--- src/rtl/pri_arb_enc_n_if.sv ---
// Request/index handshake bundle for pri_arb_enc_n: requests and ready in, selected index out.
// The master side is the requester/consumer; the slave side is the arbiter.
interface pri_arb_enc_n_if #(
  parameter int N = 8,
  parameter int W = 3
);
  logic         en;
  logic [N-1:0] req;
  logic         out_ready;
  logic         out_valid;
  logic [W-1:0] out_idx;
  logic         busy;

  modport master (
    output en, req, out_ready,
    input  out_valid, out_idx, busy
  );

  modport slave (
    input  en, req, out_ready,
    output out_valid, out_idx, busy
  );
endinterface

--- src/rtl/pri_arb_enc_n.sv ---
// Registered N-input arbiter, fixed priority (highest index) or round-robin; req->out_valid in 1 cycle.
// out_idx is held while out_ready is low; a new winner loads on the same edge an index is accepted.
module pri_arb_enc_n #(
  parameter int N       = 8,
  parameter int W       = 3,
  parameter bit RR_MODE = 1'b0
) (
  input  logic           i_clk,
  input  logic           i_rst_n,
  pri_arb_enc_n_if.slave io_arb
);

  typedef enum logic {
    EMPTY = 1'b0,
    FULL  = 1'b1
  } state_t;

  state_t       r_state;
  logic [W-1:0] r_idx;
  logic [W-1:0] r_ptr;

  logic         w_valid;
  logic         w_accept;
  logic         w_load;
  logic [W-1:0] w_scan_ptr;
  logic [W-1:0] w_hi_idx;
  logic [W-1:0] w_lo_idx;
  logic         w_lo_hit;
  logic [W-1:0] w_win;

  assign w_valid  = (r_state == FULL);
  assign w_accept = w_valid && io_arb.out_ready;
  assign w_load   = io_arb.en && (|io_arb.req) && (!w_valid || io_arb.out_ready);

  // The index leaving this cycle is the pointer the next scan rotates from.
  assign w_scan_ptr = w_accept ? r_idx : r_ptr;

  // Downward scan from ptr-1 with wrap = highest set bit below ptr, else highest set bit overall.
  always_comb begin
    w_hi_idx = '0;
    w_lo_idx = '0;
    w_lo_hit = 1'b0;
    for (int i = 0; i < N; i++) begin
      if (io_arb.req[i]) begin
        w_hi_idx = W'(i);
        if (W'(i) < w_scan_ptr) begin
          w_lo_idx = W'(i);
          w_lo_hit = 1'b1;
        end
      end
    end
  end

  assign w_win = (RR_MODE && w_lo_hit) ? w_lo_idx : w_hi_idx;

  always_ff @(posedge i_clk or negedge i_rst_n) begin
    if (!i_rst_n) begin
      r_state <= EMPTY;
      r_idx   <= '0;
      r_ptr   <= '0;
    end else begin
      case (r_state)
        EMPTY: begin
          if (w_load) begin
            r_idx   <= w_win;
            r_state <= FULL;
          end
        end
        FULL: begin
          if (io_arb.out_ready) begin
            r_ptr <= r_idx;
            if (w_load) begin
              r_idx <= w_win;
            end else begin
              r_state <= EMPTY;
            end
          end
        end
        default: r_state <= EMPTY;
      endcase
    end
  end

  assign io_arb.out_valid = w_valid;
  assign io_arb.out_idx   = r_idx;
  assign io_arb.busy      = w_valid && !io_arb.out_ready;

endmodule

--- src/flat_wrapper.sv ---
// flat-port wrapper written by rule: the top's interface ports become plain ports
module pri_arb_enc_n_flat 
#(
  parameter int N       = 8,
  parameter int W       = 3,
  parameter bit RR_MODE = 1'b0
)
  (i_clk, i_rst_n, io_arb_en, io_arb_req, io_arb_out_ready, io_arb_out_valid, io_arb_out_idx, io_arb_busy);
  pri_arb_enc_n_if #(.N(N), .W(W)) io_arb_i ();
  input  logic i_clk;
  input  logic i_rst_n;
  input wire logic [$bits(io_arb_i.en)-1:0] io_arb_en;
  input wire logic [$bits(io_arb_i.req)-1:0] io_arb_req;
  input wire logic [$bits(io_arb_i.out_ready)-1:0] io_arb_out_ready;
  output wire logic [$bits(io_arb_i.out_valid)-1:0] io_arb_out_valid;
  output wire logic [$bits(io_arb_i.out_idx)-1:0] io_arb_out_idx;
  output wire logic [$bits(io_arb_i.busy)-1:0] io_arb_busy;
  assign io_arb_i.en = io_arb_en;
  assign io_arb_i.req = io_arb_req;
  assign io_arb_i.out_ready = io_arb_out_ready;
  assign io_arb_out_valid = io_arb_i.out_valid;
  assign io_arb_out_idx = io_arb_i.out_idx;
  assign io_arb_busy = io_arb_i.busy;
  pri_arb_enc_n #(.N(N), .W(W), .RR_MODE(RR_MODE)) u_core (.i_clk(i_clk), .i_rst_n(i_rst_n), .io_arb(io_arb_i));
endmodule
--- config.mk ---
export PLATFORM = sky130hd
export DESIGN_NAME = pri_arb_enc_n_flat
export DESIGN_NICKNAME = d
export VERILOG_FILES = /design/src/rtl/pri_arb_enc_n_if.sv /design/src/rtl/pri_arb_enc_n.sv /design/src/flat_wrapper.sv
export SDC_FILE = /design/constraint.sdc
export NUM_CORES = 1
export LEC_CHECK = 0
export BUFFER_PORTS_ARGS = -buffer_cell sky130_fd_sc_hd__buf_2
export CAP_MARGIN = 20
export CORE_AREA = 2 2 39 41
export DETAILED_ROUTE_END_ITERATION = 10
export DIE_AREA = 0 0 41 43
export SLEW_MARGIN = 20
export SYNTH_ARGS = -nofsm -noshare
export SYNTH_HDL_FRONTEND = slang
export SYNTH_SLANG_ARGS = --single-unit
--- constraint.sdc ---
create_clock -name i_clk -period 1.28 [get_ports i_clk]
set_input_delay 0.064 -clock i_clk [delete_from_list [all_inputs] [get_ports i_clk]]
set_output_delay 0.064 -clock i_clk [all_outputs]
set_load 0.05 [all_outputs]
# After elaboration in Yosys (flattened, before gate mapping)
# Index checks and enable logic that the tools add are counted.
# classes
n_eq_ne	1
mux	13
bitwise	1
reduce_logical	7
# ops
operator	count
2-to-1 mux 3 bit	6
OR reduction 8 bit	1
one-hot mux 3 bit (2 select lines)	1
2-to-1 mux 2 bit	2
logical AND 1 bit	3
2-to-1 mux 1 bit	3
zero test 1 bit	2
!= test 2 bit, second input constant	1
one-hot mux 1 bit (2 select lines)	1
logical OR 1 bit	1
inverter 1 bit	1
# word_totals
register_bits	4
inputBits	12
word_cells	24

# Logic depth before layout (Yosys ltp)
# Gate-level depths: netlist (run 1).
# logic_depth
ltp_word	10
mapped_depth	4
ltp_nobuf	4

# Least setup slack after synthesis (run 1)
# Ideal clock, no wire load.
# synth_timing
kind	reg-to-reg
startpoint	reg u_core.r_state, in the netlist u_core.io_arb.out_valid
endpoint	reg u_core.r_idx[0], in the netlist u_core.io_arb.out_idx[0]
setup_ns	0.125
t_arrival_ns	1.209
slack_ns	-0.054
stages_incl_launch_ff	4
path_buffers	0
synth_period_minus_slack_ns	1.334
path_cell_list	dfrtp_1 -> nand2b_1 -> nand3_2 -> mux2_4
# synth_via
elab_chain_cells	6
elab_cells_between_ends	8
classes_between	eq/ne: 1; mux: 3; bitwise: 1; reduce/logical: 3
# synth_lines
element	line	rtl
start: declaration	pri_arb_enc_n.sv:18	state_t r_state;
start signal: assignment	pri_arb_enc_n.sv:58	r_state <= EMPTY;
start signal: assignment	pri_arb_enc_n.sv:66	r_state <= FULL;
start signal: assignment	pri_arb_enc_n.sv:75	r_state <= EMPTY;
zero test 1 bit	pri_arb_enc_n.sv:33	assign w_load = io_arb.en && (|io_arb.req) && (!w_valid || io_arb.out_ready);
logical OR 1 bit	pri_arb_enc_n.sv:33	
logical AND 1 bit	pri_arb_enc_n.sv:33	
2-to-1 mux 3 bit (2 in series)	n/a	
one-hot mux 3 bit (2 select lines)	pri_arb_enc_n.sv:62	case (r_state)
end signal: assignment	pri_arb_enc_n.sv:65	r_idx <= w_win;
end signal: assignment	pri_arb_enc_n.sv:73	r_idx <= w_win;
end: declaration	pri_arb_enc_n.sv:19	logic [W-1:0] r_idx;
# Parallel ways exist; a longest one is shown, timed or not. The select of a mux whose other input is x is not followed.
# A chain may end at the register's enable or synchronous reset.

# Worst setup path after layout (run 1)
# Ends and elaborated chain as after synthesis.

==> flow_metrics.tcl, run 1 <==
set metrics [dict create \
    die_h_um 43 \
    post-route-min-period_ns 1.09 \
    holdCritPathClass "input port to register" \
    syn_nets 36 \
    antenna_found_initial 0 \
    worstMarginPinSlew_ns 0.239 \
    htree_levels 1 \
    fin_crit_sh_pct 85.5 \
    gr-total-overflow 0 \
    final_common_cell "buf_2" \
    grt.busiest_layer "met4" \
    syn_area_um2 233 \
    yosys_register_bits 4 \
    final_cell_mix "buf_2, inv_1, nor2_1, clkbuf_4, dfrtp_1" \
    cp.arrival_ns 1.21 \
    fillers 150 \
    viasPerCell 3.80 \
    power_density_nw_per_um2 1210 \
    area_delta_synth_final_pct 59.1 \
    reg2reg_to "u_core.io_arb.out_idx[0]" \
    crit_required_ns 1.39 \
    place_ws_ns 0.0636 \
    drc 0 \
    endpoint_kind "register" \
    drive_gt1_share_pct 53.3 \
    worst_ir_drop_vdd_mv 0.247 \
    timing.fmax_ghz 0.913 \
    worstReg2RegStart "u_core.io_arb.out_valid" \
    numCtsBuffers 3 \
    portBuffers 16 \
    routed_wirelength_um 488 \
    met3_usage_pct 0 \
    yosys.cell_types.count 12 \
    drv_slew 0 \
    grt_pass1_vias 179 \
    synth_warnings 0 \
    row_count 14 \
    fin_nets 58 \
    r2r_slack_ns 0.19 \
    die-area_um2 1760 \
    rsz0062_at_grt "false" \
    dr.pass1.iters 4 \
    syn_area_per_cell_um2 9.70 \
    use_met2_pct 5.63 \
    cp-start-kind "register" \
    coreArea_um2 1380 \
    drt.antenna.violating_nets 0 \
    gp_congestion 0.654 \
    critPathMaxFanout 3 \
    gr-usage-met1_pct 8.41 \
    holdPathEnd "u_core.io_arb.out_valid" \
    clkLatencyLatePin_ns 0.23 \
    power.leakage_nw 0.199 \
    post_cts_buffers 0 \
    clk_path_buf_depth 2 \
    tns_ns 0 \
    start_util_pct 16.8 \
    reg2reg_depth 3 \
    hold_viol_final 0 \
    vias 232 \
    max_cap_violations 0 \
    outcome "finished, final reports clean" \
    diodes 0 \
    max_slew_margin_pct 83.9 \
    critical_path_class "register to register" \
    synth_cells 24 \
    grt_util_all_layers_pct 5.94 \
    yosysSeqAreaShare_pct 43.0 \
    setup_viol 0 \
    die_x_um 41 \
    clkSlewWorstSetupHoldPaths_ns 0.04 \
    place_hpwl_um 423 \
    cts_tree "built" \
    grt_max_degree 5 \
    min_path_cells 3 \
    clkSinkCount 4 \
    fin_ws_ns 0.185 \
    fin_skew_ns 0.00521 \
    grt_pass1_wl_um 634 \
    root_buffer "clkbuf_4" \
    io_pins 17 \
    hold_start "io_arb_en" \
    crit_start "u_core.io_arb.out_valid" \
    drtIter0Drc 3 \
    wl_per_cell_um 8.00 \
]
[state kept, by name, indices dropped and copies added (netlist names)]
| signal | flops |
|---|---|
| u_core.io_arb.out_idx | 3 |
| u_core.io_arb.out_valid | 1 |
[layer usage]
layer / up-vias / part of all wire, %
met1: 93 / 49
met3: 0 / 12
li1: 124 / -
met4: 0 / 0
met5: - / 0
met2: 15 / 39
[logic make-up (layout without fill, tap and decap cells)]
kind of cell           after synthesis  count (layout)  share of synthesized area [%]
DFF                                  4               4                           43.0
AOI/OAI and AO/OA                    4               4                           10.8
muxes                                3               3                           17.2
buffers and inverters                4              25                           6.45
and+or+nand+nor                      9               9                           22.6
[power by group]
part / switching (mW) / total, mW / internal (mW)
Combinational: 0.0861 / 0.133 / 0.0465
Sequential: 0.00681 / 0.147 / 0.140
Clock: 0.0509 / 0.168 / 0.117
Total: 0.144 / 0.448 / 0.304
[worst max-delay path, stage by stage, from the launching register on]
cell	delay, ns
dfrtp_2	0.39
nand2b_1	0.13
nand3_2	0.14
mux2_4	0.31
[repair_timing]
action | in CTS | in global routing
gates resized for setup | 0 | 0
hold buffers | 1 | 0
endpoints found under the hold margin | 4 | 0
[per-stage QoR]
step | util, % | power, mW | instances | instance area, um2 | hold slack, ns
global placement | 24.1 | 0.279 | 56 | 334 | -0.131
detailed placement | 24.1 | 0.280 | 56 | 334 | -0.131
floorplan | - | 0.236 | 24 | 234 | -0.232
global route | 26.8 | 0.481 | 61 | 370 | 0.0685
CTS | 26.8 | 0.460 | 61 | 370 | 0.0485
finish | 26.8 | 0.448 | 61 | 370 | 0.0578
[layout make-up]
type	count	area, um2	area share (%)
multi-input combinational	16	118	31.8
sequential	4	101	27.4
timing repair buffer	17	90.1	24.3
clock buffer	4	26.3	7.09
tap	16	20.0	5.41
inverter	4	15.0	4.05
[worst max path at each step]
stage	slack, ns	cells past startpoint	endpoint
after floorplan	0.08	3	u_core.io_arb.out_idx[0]
after global placement	0.09	5	u_core.io_arb.out_idx[1]
after detailed placement	0.06	5	u_core.io_arb.out_idx[0]
after CTS	0.18	3	u_core.io_arb.out_idx[0]
after global routing	0.11	3	u_core.io_arb.out_idx[1]
final	0.19	3	u_core.io_arb.out_idx[0]
[synthesized netlist by cell type]
master | number | share of area (%)
nor4_2 | 1 | 5.4
nand2b_1 | 1 | 2.7
inv_1 | 4 | 6.4
nand3_2 | 1 | 4.3
nor2_1 | 3 | 4.8
o31ai_1 | 2 | 6.4
nand3_1 | 1 | 2.1
dfrtp_1 | 4 | 43
mux2_4 | 2 | 13
a21oi_1 | 2 | 4.3
mux2i_1 | 1 | 4.3
nand2_1 | 2 | 3.2
(Power assumes the default switching activity.)
==> inputs of run 2 (changes only) <==
ABC_CLOCK_PERIOD_IN_PS = 1400   (was not set)
clock period = 1.4 ns   (was 1.28 ns; I/O delays follow)
==> flow_metrics.tcl, run 2 (synthesized netlist as in run 1, its figures left out) <==
set metrics [dict create \
    outcome "finished, final reports clean" \
    io_pins 17 \
    gr-total-overflow 0 \
    max_cap_violations 0 \
    switching_share_pct 32.5 \
    dr.pass1.iters 1 \
    worstMarginPinSlew_ns 0.253 \
    gp_congestion 0.581 \
    vias 231 \
    dp_cells 56 \
    crit_buf_inv 0 \
    diodes 0 \
    rsz0062_at_grt "false" \
    fin_skew_ns 0.00250 \
    worst_ir_drop_vdd_mv 0.205 \
    final_area_um2 365 \
    power.leakage_nw 0.198 \
    grt_pass1_vias 208 \
    start_util_pct 16.8 \
    grt_util_all_layers_pct 6.93 \
    pwr-share-clk_pct 35.3 \
    setup_viol 0 \
    grt_pass1_wl_um 752 \
    grt_max_degree 5 \
    drtIter0Drc 0 \
    die_h_um 43 \
    multi_input_area_um2 118 \
    final_cell_mix "buf_2, inv_1, dfrtp_1, nor2_1, clkbuf_4" \
    drive_gt1_share_pct 52.3 \
    die-area_um2 1760 \
    wl_per_cell_um 8.45 \
    post_cts_buffers 0 \
    numCtsBuffers 3 \
    critical_path_class "register to register" \
    crit_path_cell_trace "nand2b_1, nand3_2, mux2_4" \
    clkLatencyLatePin_ns 0.23 \
    post-route-min-period_ns 1.07 \
    layout.cells.non_filler 60 \
    max_slew_margin_pct 83.0 \
    largest_reg_flops 3 \
    holdCritPathClass "input port to register" \
    portBuffers 16 \
    place_ws_ns 0.156 \
    placed_cell_area_um2 333 \
    fin_nets 58 \
    antenna_found_initial 0 \
    p_comb_share_pct 30.8 \
    die_x_um 41 \
    root_buffer "clkbuf_4" \
    clkSinkCount 4 \
    clkSlewWorstSetupHoldPaths_ns 0.04 \
    crit_required_ns 1.51 \
    routed_wirelength_um 507 \
    cpLargestDelayFamily "flip-flops" \
    clk_path_buf_depth 2 \
    p_total_mw 0.394 \
    pwr-share-seq_pct 33.9 \
    htree_levels 1 \
    fillers 150 \
    power_density_nw_per_um2 1080 \
    cts_tree "built" \
    switchingPower_mw 0.128 \
    slowest_delay_ns 0.36 \
    timing.fmax_ghz 0.937 \
    fin_ws_ns 0.333 \
    cts.repair.resized 0 \
    drc 0 \
    p_int_mw 0.266 \
    viasPerCell 3.85 \
    final_common_cell "buf_2" \
    cp-start-kind "register" \
    drv_slew 0 \
    critPathMaxFanout 3 \
    row_count 14 \
    place_hpwl_um 448 \
    crit_slowest_cell "dfrtp_1" \
    tns_ns 0 \
    seqCellArea_um2 100 \
    endpoint_kind "register" \
    hold_viol_final 0 \
    area_delta_synth_final_pct 57.0 \
    cp.arrival_ns 1.18 \
    drt.antenna.violating_nets 0 \
    fin_crit_sh_pct 76.2 \
    coreArea_um2 1380 \
]
[run 2: worst paths after layout]
kind / start / slack (ns) / cells past startpoint / end
worst min register to register: u_core.io_arb.out_idx[0] / 0.50 / 1 / u_core.io_arb.out_idx[0]
worst min-delay path: io_arb_en / 0.07 / 3 / u_core.io_arb.out_valid
min in group asynchronous: i_rst_n / 0.17 / 2 / u_core.io_arb.out_valid
worst max register to register: u_core.io_arb.out_valid / 0.33 / 3 / u_core.io_arb.out_idx[0]
max in group asynchronous: i_rst_n / 1.11 / 2 / u_core.io_arb.out_idx[0]
worst max-delay path: u_core.io_arb.out_valid / 0.33 / 3 / u_core.io_arb.out_idx[0]
[run 2: final cells by class]
cell class	count	area share, %
Clock buffer	3	6.16
Inverter	4	4.11
Multi-Input combinational cell	16	32.2
Sequential cell	4	27.4
Tap cell	16	5.48
Timing Repair Buffer	17	24.7
[run 2: per-stage QoR]
stage / hold WS, ns / util (%)
final: 0.0651 / 26.4
after global routing: 0.0809 / 26.4
after CTS: 0.0554 / 26.4
after detailed placement: -0.122 / 24.1
after global placement: -0.124 / 24.1
after floorplan: -0.226 / -
[run 2: power groups by stage]
stage | logic [mW] | clock network (mW) | registers, mW
floorplan | 0.0384 | 0 | 0.177
global placement | 0.119 | 0 | 0.135
detailed placement | 0.120 | 0 | 0.136
CTS | 0.123 | 0.149 | 0.134
global route | 0.131 | 0.151 | 0.136
finish | 0.122 | 0.139 | 0.134
[run 2: timing repair]
| action | 4_1_cts | 5_1_grt |
|---|---|---|
| setup endpoints to repair | 0 | 0 |
| endpoints found under the hold margin | 4 | 0 |
| hold buffers | 1 | 0 |
[run 2: layer usage]
layer	up-vias	track usage [%]	wire (um)
met5	-	0	0
met4	0	10.0	0
met3	0	1.57	66
met2	16	7.81	206
met1	93	8.39	234
li1	122	-	-
[run 2: worst min-delay path: stages]
cell and delay (ns):
buf_2 0.09, nand2_1 0.05, nand2_1 0.05
